[src/rtl/if_fetch_unit_pkg.sv]
// Shared pipeline definitions for the instruction-fetch stage: fetch-state
// encodings, the default reset PC, the NOP instruction word and small PC
// helper functions used by the fetch unit.
package if_fetch_unit_pkg;

    // Default PC loaded on reset when the parent does not override it.
    localparam logic [31:0] DEFAULT_RESET_PC = 32'h0000_0000;

    // Instruction word presented before anything has been fetched.
    localparam logic [31:0] NOP_INST = 32'h0000_0000;

    // Fetch-state encoding, kept as plain constants so older tools that
    // consume this package see simple two-bit values.
    typedef logic [1:0] fetch_state_t;

    localparam fetch_state_t FETCH_STATE = 2'd0;  // request on the bus
    localparam fetch_state_t WAIT_STATE  = 2'd1;  // granted, awaiting data
    localparam fetch_state_t READY_STATE = 2'd2;  // instruction presented
    localparam fetch_state_t DROP_STATE  = 2'd3;  // squashing a stale response

    // Redirect targets are word addresses; the two low bits are dropped.
    function automatic logic [31:0] align_word(input logic [31:0] addr);
        return {addr[31:2], 2'b00};
    endfunction

    // Sequential successor of a PC; the 32-bit add wraps naturally.
    function automatic logic [31:0] seq_pc(input logic [31:0] pc);
        return pc + 32'd4;
    endfunction

endpackage

[src/rtl/if_fetch_unit.sv]
// Instruction-fetch unit. Holds the PC, issues one instruction-memory
// request at a time and presents the returned word to the IF/ID register
// until it is consumed. Branch/jump redirects always win over stalls; a
// response that was already in flight when a redirect arrived is
// squashed in the DROP state so it can never be presented.
module if_fetch_unit
    import if_fetch_unit_pkg::*;
#(
    parameter logic [31:0] RESET_PC = DEFAULT_RESET_PC
) (
    input  logic        clock,
    input  logic        reset,
    input  logic        stall,
    input  logic        redirect,
    input  logic [31:0] redirect_target,
    output logic        imem_req,
    output logic [31:0] imem_addr,
    input  logic        imem_gnt,
    input  logic        imem_valid,
    input  logic [31:0] imem_rdata,
    output logic [31:0] IF_PC,
    output logic [31:0] IF_PCAdd4,
    output logic [31:0] IF_Inst,
    output logic        block
);

    fetch_state_t state_q;
    fetch_state_t state_d;
    logic [31:0]  pc_q;
    logic [31:0]  pc_d;
    logic         capture;
    logic [31:0]  redirect_pc;
    logic [31:0]  if_pc_q;
    logic [31:0]  if_pcadd4_q;
    logic [31:0]  if_inst_q;

    assign redirect_pc = align_word(redirect_target);

    // Next-state and next-PC selection; redirect is examined first in every state.
    always_comb begin
        state_d = state_q;
        pc_d    = pc_q;
        capture = 1'b0;
        case (state_q)
            FETCH_STATE: begin
                if (redirect) begin
                    pc_d = redirect_pc;
                end
                if (imem_gnt) begin
                    state_d = redirect ? DROP_STATE : WAIT_STATE;
                end
            end
            WAIT_STATE: begin
                if (redirect) begin
                    pc_d    = redirect_pc;
                    state_d = imem_valid ? FETCH_STATE : DROP_STATE;
                end else if (imem_valid) begin
                    capture = 1'b1;
                    state_d = READY_STATE;
                end
            end
            READY_STATE: begin
                if (redirect) begin
                    pc_d    = redirect_pc;
                    state_d = FETCH_STATE;
                end else if (!stall) begin
                    pc_d    = seq_pc(pc_q);
                    state_d = FETCH_STATE;
                end
            end
            DROP_STATE: begin
                if (redirect) begin
                    pc_d = redirect_pc;
                end
                if (imem_valid) begin
                    state_d = FETCH_STATE;
                end
            end
            default: begin
                state_d = FETCH_STATE;
            end
        endcase
    end

    // FSM state and PC registers; reset abandons any outstanding request.
    always_ff @(posedge clock or posedge reset) begin
        if (reset) begin
            state_q <= FETCH_STATE;
            pc_q    <= RESET_PC;
        end else begin
            state_q <= state_d;
            pc_q    <= pc_d;
        end
    end

    // Presentation registers load only when a response is accepted in WAIT, so they stay frozen through READY.
    always_ff @(posedge clock or posedge reset) begin
        if (reset) begin
            if_pc_q     <= RESET_PC;
            if_pcadd4_q <= seq_pc(RESET_PC);
            if_inst_q   <= NOP_INST;
        end else if (capture) begin
            if_pc_q     <= pc_q;
            if_pcadd4_q <= seq_pc(pc_q);
            if_inst_q   <= imem_rdata;
        end
    end

    assign imem_req  = (state_q == FETCH_STATE);
    assign imem_addr = pc_q;
    assign block     = (state_q != READY_STATE);
    assign IF_PC     = if_pc_q;
    assign IF_PCAdd4 = if_pcadd4_q;
    assign IF_Inst   = if_inst_q;

endmodule

[config.mk]
export PLATFORM = sky130hd
export DESIGN_NAME = if_fetch_unit
export DESIGN_NICKNAME = d
export VERILOG_FILES = /design/src/rtl/if_fetch_unit_pkg.sv /design/src/rtl/if_fetch_unit.sv
export SDC_FILE = /design/constraint.sdc
export NUM_CORES = 1
export LEC_CHECK = 0
export ABC_AREA = 1
export CAP_MARGIN = 20
export CELL_PAD_IN_SITES_DETAIL_PLACEMENT = 1
export CELL_PAD_IN_SITES_GLOBAL_PLACEMENT = 1
export CORE_MARGIN = 5
export CORE_UTILIZATION = 33
export DETAILED_ROUTE_END_ITERATION = 16
export PLACE_DENSITY = 0.8
export SYNTH_ARGS = -nofsm -noshare
export SYNTH_HDL_FRONTEND = slang
export SYNTH_SLANG_ARGS = --single-unit
[constraint.sdc]
create_clock -name clock -period 4.89 [get_ports clock]
set_clock_uncertainty 0.2 [all_clocks]
set_input_delay 0.7335 -clock clock [delete_from_list [all_inputs] [get_ports clock]]
set_output_delay 0.7335 -clock clock [all_outputs]
set_load 0.05 [all_outputs]
==> results of run 1 <==
-- placed cells by master, fill, tap and decap left out, drive strengths merged --
master           n
dfstp            1
clkinv           4
and2             3
o211ai           2
conb             6
buf              4
nor2            79
clkbuf          24
dfrtp          123
o22ai           14
clkdlybuf4s50  191
a21oi            4
xnor2            3
inv             64
a31oi            8
bufinv           4
ha               1
nand3           29
nand2          320
o21ai           50
o21bai           7
xor2             8
-- critical path, cell delays in order --
cell             delay [ns]
clkdlybuf4s50_1        0.62
inv_2                  0.35
nand3_4                0.20
buf_4                  0.45
buf_4                  0.66
o21ai_0                0.26
-- synth_stat cells --
cell type	number	area [µm²]
nand2_1	313	1170
dfrtp_1	123	3080
nor2_1	65	244
inv_1	59	221
o21ai_0	43	215
nand3_1	26	130
buf_2	19	95.1
o22ai_1	14	87.6
buf_4	9	67.6
a31oi_1	8	50.1
nor2_4	7	78.8
o21bai_1	7	52.6
o21ai_1	6	30.0
xor2_1	6	52.6
inv_2	5	18.8
a21oi_1	4	20.0
buf_6	4	45.0
nand2_2	4	25.0
nor2_2	4	25.0
and2_1	3	18.8
nand2_4	3	33.8
nand3_2	3	30.0
nor2_8	3	60.1
xnor2_1	3	26.3
clkbuf_1	2	7.51
o211ai_1	2	15.0
xor2_2	2	32.5
conb_1	1	3.75
dfstp_2	1	26.3
ha_1	1	12.5
o21ai_4	1	16.3
-- report_power, final --
group | internal, µW | switching [µW] | total (µW)
sequential | 1450 | 305 | 1760
combinational | 1030 | 2300 | 3330
clock | 891 | 450 | 1340
-- flip-flops by register name (all words and copies together) (netlist names) --
name / flops
IF_PCAdd4: 30
state_q: 2
imem_addr: 30
IF_Inst: 32
IF_PC: 30
-- per-layer routing --
layer | up-vias | global-route usage (%) | part of all wire [%] | wire length (µm)
met5 | - | 0 | 0 | 0
met4 | 0 | 4.91 | 1.0 | 202
met3 | 13 | 5.42 | 6.9 | 1360
met2 | 143 | 32.5 | 47 | 9350
met1 | 2701 | 24.0 | 45 | 8790
li1 | 2697 | - | - | -
-- metrics by stage --
| step | instances | hold slack (ns) | util, % |
|---|---|---|---|
| 2_1_floorplan | 756 | 0.316 | - |
| 3_3_place_gp | 1146 | 0.261 | 45.0 |
| 3_5_place_dp | 1146 | 0.265 | 45.0 |
| 4_1_cts | 1178 | 0.280 | 48.4 |
| 5_1_grt | 1178 | 0.296 | 48.4 |
| 6_report | 1178 | 0.276 | 48.4 |
-- logic make-up after synthesis --
logic type | Yosys count | synth area share, %
AOI/OAI and AO/OA | 85 | 8.12
xor gates and xnor gates | 11 | 1.86
adders and majority gates | 1 | 0.209
buffers and inverters | 98 | 7.60
DFF | 124 | 51.8
other | 1 | 0.0626
and+or+nand+nor | 431 | 30.4
-- layout make-up --
type / count / area, µm² / area share, %
Clock buffer: 24 / 482 / 5.56
Timing Repair Buffer: 195 / 1950 / 22.5
Multi-Input combinational cell: 534 / 2460 / 28.4
Clock inverter: 8 / 140 / 1.62
Inverter: 64 / 243 / 2.80
Tap cell: 229 / 287 / 3.30
Sequential cell: 124 / 3100 / 35.8
-- path summary, 6_finish.rpt --
kind / cells after the start / startpoint / to / slack [ns]
max: 6 / redirect / IF_PCAdd4[5] / 1.63
min: 2 / IF_Inst[28] / IF_Inst[28] / 0.28
max reg2reg: 6 / state_q[0] / IF_PCAdd4[5] / 2.50
min reg2reg: 2 / IF_Inst[28] / IF_Inst[28] / 0.28
max in group asynchronous: 3 / reset / IF_PCAdd4[2] / 2.93
min in group asynchronous: 2 / reset / IF_Inst[17] / 0.70
==> flow_summary.json, run 1 <==
{
  "ys_seq_area_share_pct": 51.8,
  "drc_errors": 0,
  "fmax_mhz": 306,
  "core_region_area_um2": 17900,
  "ant_nets": 0,
  "postSynthAreaPerCell_um2": 7.98,
  "post-place-ws_ns": 1.21,
  "fin_ws_ns": 1.63,
  "worstSetupPathType": "in -> reg",
  "hold_path_class": "reg -> reg",
  "rows": 49,
  "synth.distinct_cells": 31,
  "cts_tree": "yes",
  "worstPathMaxFanout": 70,
  "period_share_pct": 66.8,
  "ios": 200,
  "worstSetupStartpointType": "input port",
  "first_pass_iters": 5,
  "wl_per_cell_um": 16.7,
  "max_cap_viol_count": 0,
  "grt_pass1_wl_mm": 31.2,
  "antennaDiodeCount": 0,
  "dp_hpwl_mm": 14.3,
  "cts_hold_buf": 0,
  "fill_cells": 2154,
  "die_h_um": 145,
  "ctsHtreeMaxLevel": 4,
  "fin_nets": 1007,
  "cts_sinks": 124,
  "path_clk_slew_ns": 0.05,
  "die_x_um": 145,
  "post-route-cell-area_um2": 8670,
  "crit_path_end_kind": "flop",
  "ir_worst_vdd_mv": 0.346,
  "grt_use_total_pct": 19.1,
  "arrival_ns": 3.30,
  "cts_buffer_depth": 2,
  "ys_ff_latch": 124,
  "slew_headroom_pct": 36.4,
  "grt_remaining_overflow": 0,
  "viasPerCell": 4.71,
  "setup_violations": 0,
  "area_delta_synth_final_pct": 44.6,
  "hold_viol_final": 0,
  "cts-root-buf": "clkbuf_16",
  "initial_core_util_pct": 33.5,
  "syn_area_um2": 5990,
  "worstMarginPinSlew_ns": 0.954,
  "placed_area_um2": 8050,
  "postSynthCellCount": 751,
  "die-area_um2": 21000,
  "rsz0062_at_grt": "no",
  "drt_wl_total_mm": 19.7,
  "period_needed_ns": 3.26,
  "gp_congestion": 0.782,
  "first_global_vias": 5843,
  "grt_start_max_net_pins": 75,
  "cp.required_ns": 4.93,
  "yosysWarningCount": 0,
  "finalPower_uw": 6430,
  "cts_setup_buffers": 0,
  "vias": 5554,
  "portBuffers": 191,
  "p_per_area_nw_per_um2": 742,
  "power.leakage_uw": 0.00419,
  "clk_latency_ns": 0.41,
  "status": "complete, no violations",
  "layout-drive-gt1-share_pct": 6.95,
  "drtIter0Drc": 188,
  "maxSlewViolCount": 0,
  "post_cts_resized": 0,
  "cts_buffers": 17,
  "antenna_found_initial": 0,
  "setup-tns-final_ns": 0
}
(Power assumes the default switching activity.)
==> run 2, diff against run 1 <==
Settings changed: CORE_UTILIZATION 33 to 30, PLACE_DENSITY 0.8 to 0.76.
Clock period 4.89 ns to 2.65 ns, I/O delays scaled along.
==> flow_summary.json, run 2 (synthesized netlist as in run 1, its figures left out) <==
{
  "antenna_found_initial": 0,
  "cts_hold_buf": 0,
  "cts_buffers": 17,
  "grt_remaining_overflow": 0,
  "hold_path_class": "in -> async",
  "worstSetupStartpointType": "flop",
  "grt_pass1_wl_mm": 32.5,
  "max_cap_viol_count": 0,
  "clk_latency_ns": 0.43,
  "setup_violations": 0,
  "grt_use_total_pct": 18.5,
  "maxSlewViolCount": 0,
  "fin_ws_ns": 0.213,
  "setup-tns-final_ns": 0,
  "largest_reg_flops": 32,
  "fill_cells": 2366,
  "p_per_area_nw_per_um2": 1360,
  "path_clk_slew_ns": 0.06,
  "gp_congestion": 0.806,
  "hold_viol_final": 0,
  "crit_path_end_kind": "output port",
  "cts_sinks": 124,
  "ios": 200,
  "worstPathMaxFanout": 4,
  "arrival_ns": 1.84,
  "rows": 51,
  "cts_setup_buffers": 0,
  "first_global_vias": 5932,
  "first_pass_iters": 4,
  "cts_tree": "yes",
  "power.leakage_uw": 0.00421,
  "core_region_area_um2": 19600,
  "area_delta_synth_final_pct": 46.5,
  "period_share_pct": 92.0,
  "finalPower_uw": 11900,
  "critPathMaxStageDelay_ns": 0.83,
  "fin_nets": 1014,
  "dp_hpwl_mm": 15.1,
  "drc_errors": 0,
  "cp.required_ns": 2.05,
  "post-place-ws_ns": 0.255,
  "dpl.cell_count": 1189,
  "antennaDiodeCount": 0,
  "rsz0062_at_grt": "no",
  "ctsHtreeMaxLevel": 4,
  "layout-drive-gt1-share_pct": 7.95,
  "critPathSlowestCell": "clkdlybuf4s50_1",
  "instances_no_fill": 1221,
  "slew_headroom_pct": 60.7,
  "initial_core_util_pct": 30.6,
  "worstSetupPathType": "reg -> out",
  "layout_common_cells": "313 x nand2_1, 191 x clkdlybuf4s50_1, 123 x dfrtp_1",
  "final_util_pct": 44.8,
  "worstMarginPinSlew_ns": 0.588,
  "fmax_mhz": 410,
  "wl_per_cell_um": 16.9,
  "post_cts_resized": 0,
  "vias": 5564,
  "drtIter0Drc": 227,
  "die_x_um": 151,
  "drt_wl_total_mm": 20.7,
  "die-area_um2": 22900,
  "layout_commonest_cell": "nand2_1",
  "status": "complete, no violations",
  "cts_buffer_depth": 2,
  "ir_worst_vdd_mv": 0.730,
  "grt_start_max_net_pins": 78,
  "viasPerCell": 4.56,
  "crit_chain": "nand2_2 -> clkdlybuf4s50_1",
  "die_h_um": 151,
  "portBuffers": 191,
  "period_needed_ns": 2.44,
  "ant_nets": 0,
  "cts-root-buf": "clkbuf_16"
}
-- run 2: final cells by class --
type / count / area, µm² / share of cell area (%)
Sequential cell: 124 / 3100 / 35.3
Multi-Input combinational cell: 534 / 2460 / 28.0
Timing Repair Buffer: 202 / 2020 / 23.0
Clock buffer: 18 / 429 / 4.89
Tap cell: 265 / 332 / 3.77
Inverter: 64 / 244 / 2.78
Clock inverter: 14 / 195 / 2.22
-- run 2: critical path, delay by kind of cell (launching register included) --
kind,cells,cell delay [ns]
flops,1,0.41
buf+inv,1,0.83
simple gates,1,0.17
-- run 2: final timing paths --
check / start / end / slack [ns] / depth (start not counted)
hold / removal: reset / IF_PC[13] / 0.18 / 2
max in group asynchronous: reset / IF_Inst[22] / 1.31 / 3
hold reg to reg: IF_Inst[26] / IF_Inst[26] / 0.28 / 2
min in group clock: IF_Inst[26] / IF_Inst[26] / 0.28 / 2
setup / recovery: state_q[1] / block / 0.21 / 2
setup reg to reg: imem_addr[2] / imem_addr[28] / 0.70 / 10
-- run 2: per-layer routing --
metal	vias to the layer above	GRT usage (%)	share of wire, %
met4	0	4.44	0.85
met2	155	30.4	47
met1	2683	23.7	44
met3	16	5.77	7.6
met5	-	0	0
li1	2710	-	-
-- run 2: stage by stage --
| stage | area, µm² | hold WS [ns] |
|---|---|---|
| after floorplan | 6020 | 0.307 |
| after global placement | 8160 | 0.261 |
| after detailed placement | 8160 | 0.264 |
| after CTS | 8780 | 0.177 |
| after global routing | 8780 | 0.207 |
| final | 8780 | 0.182 |
-- run 2: power breakdown --
group | internal (µW) | switching [µW] | leakage [µW] | total [µW]
combinational | 1920 | 4270 | 0.00242 | 6200
clock | 1580 | 905 | 0.000293 | 2480
sequential | 2680 | 565 | 0.00150 | 3240
total | 6170 | 5740 | 0.00421 | 11900
==> run 3, diff against run 2 <==
Settings changed: ABC_AREA 1 to default, CORE_UTILIZATION 30 to 43, DONT_BUFFER_PORTS from default to 1, MAX_ROUTING_LAYER from default to met4, PLACE_DENSITY 0.76 to 0.74.
==> flow_summary.json, run 3 <==
{
  "arrival_ns": 2.38,
  "die-area_um2": 15900,
  "period_needed_ns": 2.30,
  "power.leakage_uw": 0.00300,
  "swShare_pct": 50.4,
  "yosysMostFrequentCell": "dfrtp_1",
  "wl_met1_mm": 6.24,
  "path_clk_slew_ns": 0.06,
  "cts_setup_buffers": 0,
  "worstPathMaxFanout": 18,
  "antenna_found_initial": 0,
  "grt_remaining_overflow": 0,
  "ys_ff_latch": 124,
  "die_x_um": 126,
  "combPwrFrac_pct": 17.3,
  "layout_commonest_cell": "dfrtp_1",
  "crit_path_end_kind": "flop",
  "synth_edf_count": 0,
  "maxSlewViolCount": 0,
  "cp.required_ns": 2.73,
  "crit_chain": "ha_1 -> and3_1 -> nand4_4 -> nor4_2 -> xnor2_1 -> o21ai_0",
  "reg2reg_slack_ns": 0.35,
  "cts_buffer_depth": 2,
  "critPathSlowestCell": "nor4_2",
  "grt_use_total_pct": 22.3,
  "wl_per_cell_um": 20.7,
  "cts_buffers": 17,
  "p_per_area_nw_per_um2": 1300,
  "cts_tree": "yes",
  "min_from": "imem_valid",
  "fill_cells": 1376,
  "ctsHtreeMaxLevel": 4,
  "first_global_vias": 4865,
  "drtIter0Drc": 184,
  "portBuffers": 0,
  "worstHoldPathCells": 2,
  "post-place-ws_ns": 0.347,
  "async_flop_share_pct": 100,
  "yosysWarningCount": 0,
  "die_h_um": 126,
  "worstSetupStartpointType": "flop",
  "slew_headroom_pct": 46.7,
  "viasPerCell": 5.38,
  "clk_latency_ns": 0.41,
  "dpl.cell_count": 690,
  "vias": 4246,
  "critPathTopFamily": "simple AND/OR/NAND/NOR gates",
  "p_seq_share_pct": 60.3,
  "layout_common_cells": "123 x dfrtp_1, 66 x dlygate4sd3_1, 63 x mux2_2",
  "instances_no_fill": 789,
  "fin_nets": 671,
  "grt_pass1_wl_mm": 27.3,
  "worst-path-buf-inv": 0,
  "fmax_mhz": 434,
  "critPathMaxStageDelay_ns": 0.43,
  "dr.max_layer_used": "met4",
  "postSynthAreaPerCell_um2": 11.1,
  "synth_top_area_share_pct": 53.3,
  "rows": 42,
  "wl_met2_mm": 8.43,
  "holdPathEnd": "state_q[1]",
  "period_share_pct": 86.9,
  "synth_common_cells": "123 x dfrtp_1, 63 x mux2_2, 47 x nor2_1",
  "max_cap_viol_count": 0,
  "finalPower_uw": 9510,
  "postSynthCellCount": 520,
  "rsz0062_at_grt": "no",
  "worstSetupPathType": "reg -> reg",
  "synth_top_cell_by_area": "dfrtp_1",
  "gp_congestion": 0.776,
  "worstMarginPinSlew_ns": 0.800,
  "ys.flop_type": "dfrtp_1",
  "antennaDiodeCount": 0,
  "ant_nets": 0,
  "clkPwrFrac_pct": 22.4,
  "core_region_area_um2": 13200,
  "area_delta_synth_final_pct": 26.2,
  "ir_worst_vdd_mv": 0.691,
  "p_int_uw": 4720,
  "dp_hpwl_mm": 10.3,
  "ys_seq_area_share_pct": 53.7,
  "largest_reg_flops": 32,
  "syn_area_um2": 5780,
  "cts_sinks": 124,
  "drc_errors": 0,
  "fin_ws_ns": 0.347,
  "drt_wl_total_mm": 16.4,
  "r2r-end": "imem_addr[26]",
  "setup_violations": 0,
  "status": "complete, no violations",
  "reg2reg_depth": 6,
  "synthTopCellsByArea": "dfrtp_1 53%, mux2_2 12%, xnor2_1 5.8%",
  "critPathLaunch": "imem_addr[2]",
  "p_sw_uw": 4790,
  "hold_path_class": "in -> reg",
  "r2r_start": "imem_addr[2]",
  "met3_wirelength_mm": 1.35,
  "ios": 200,
  "layout-drive-gt1-share_pct": 22.8,
  "initial_core_util_pct": 43.8,
  "synth.distinct_cells": 46,
  "setup-tns-final_ns": 0,
  "cts-root-buf": "clkbuf_16",
  "grt_start_max_net_pins": 125,
  "hold_viol_final": 0,
  "first_pass_iters": 4
}
-- run 3: timing repair --
item,in CTS,in global routing
hold buffers,67,0
hold endpoints to repair,187,0
gates resized for setup,0,0
endpoints found under the setup margin,0,0
-- run 3: how the worst max path moves through the flow --
stage	end	slack (ns)	cells after the start
after floorplan	IF_PCAdd4[26]	0.24	7
after global placement	imem_addr[26]	0.47	6
after detailed placement	imem_addr[26]	0.35	6
after CTS	imem_addr[26]	0.32	6
after global routing	imem_addr[26]	0.17	6
final	imem_addr[26]	0.35	6
-- run 3: power by group through the flow --
stage	clock, µW	sequential, µW	combinational (µW)
2_1_floorplan	0	5710	1120
3_5_place_dp	0	5790	1530
6_report	2130	5740	1640
5_1_grt	2280	5850	1830
4_1_cts	2190	5760	1660
3_3_place_gp	0	5740	1440
-- run 3: worst reg2reg max path, cell delays in order (launching register included) --
cell and delay [ns]:
dfrtp_1 0.40, ha_1 0.28, and3_1 0.29, nand4_4 0.32, nor4_2 0.43, xnor2_1 0.15
o21ai_0 0.10
-- run 3: layer usage --
| layer | vias to the layer above | GRT usage, % |
|---|---|---|
| met4 | 0 | 7.70 |
| met3 | 32 | 8.09 |
| met1 | 2142 | 25.0 |
| li1 | 1915 | - |
| met5 | - | - |
| met2 | 157 | 36.9 |
-- run 3: metrics by stage --
| stage | hold WS [ns] | cell area (µm²) | util (%) |
|---|---|---|---|
| finish | 0.0570 | 7290 | 55.3 |
| CTS | 0.0129 | 7290 | 55.3 |
| detailed placement | 0.290 | 6070 | 46.0 |
| floorplan | 0.314 | 5800 | - |
| global placement | 0.293 | 6070 | 46.0 |
| global route | 0.0558 | 7290 | 55.3 |
-- run 3: layout make-up --
cell class              count  area (µm²)  area share, %
clock buffers              24         472           6.47
flip-flops and latches    124        3100           42.6
repair buffers            100         961           13.2
inverters                   5        22.5          0.309
clock inverters             8        68.8          0.943
well taps                 176         220           3.02
multi-input cells         352        2450           33.5
-- run 3: cell families after synthesis --
kind of cell	after synthesis	synth area share, %
compound gates	63	5.61
xor+xnor	57	8.64
fa+ha+maj	1	0.216
buf+inv	49	4.44
flops	124	53.7
mux	64	12.4
other cells	1	0.0649
simple gates	161	14.9
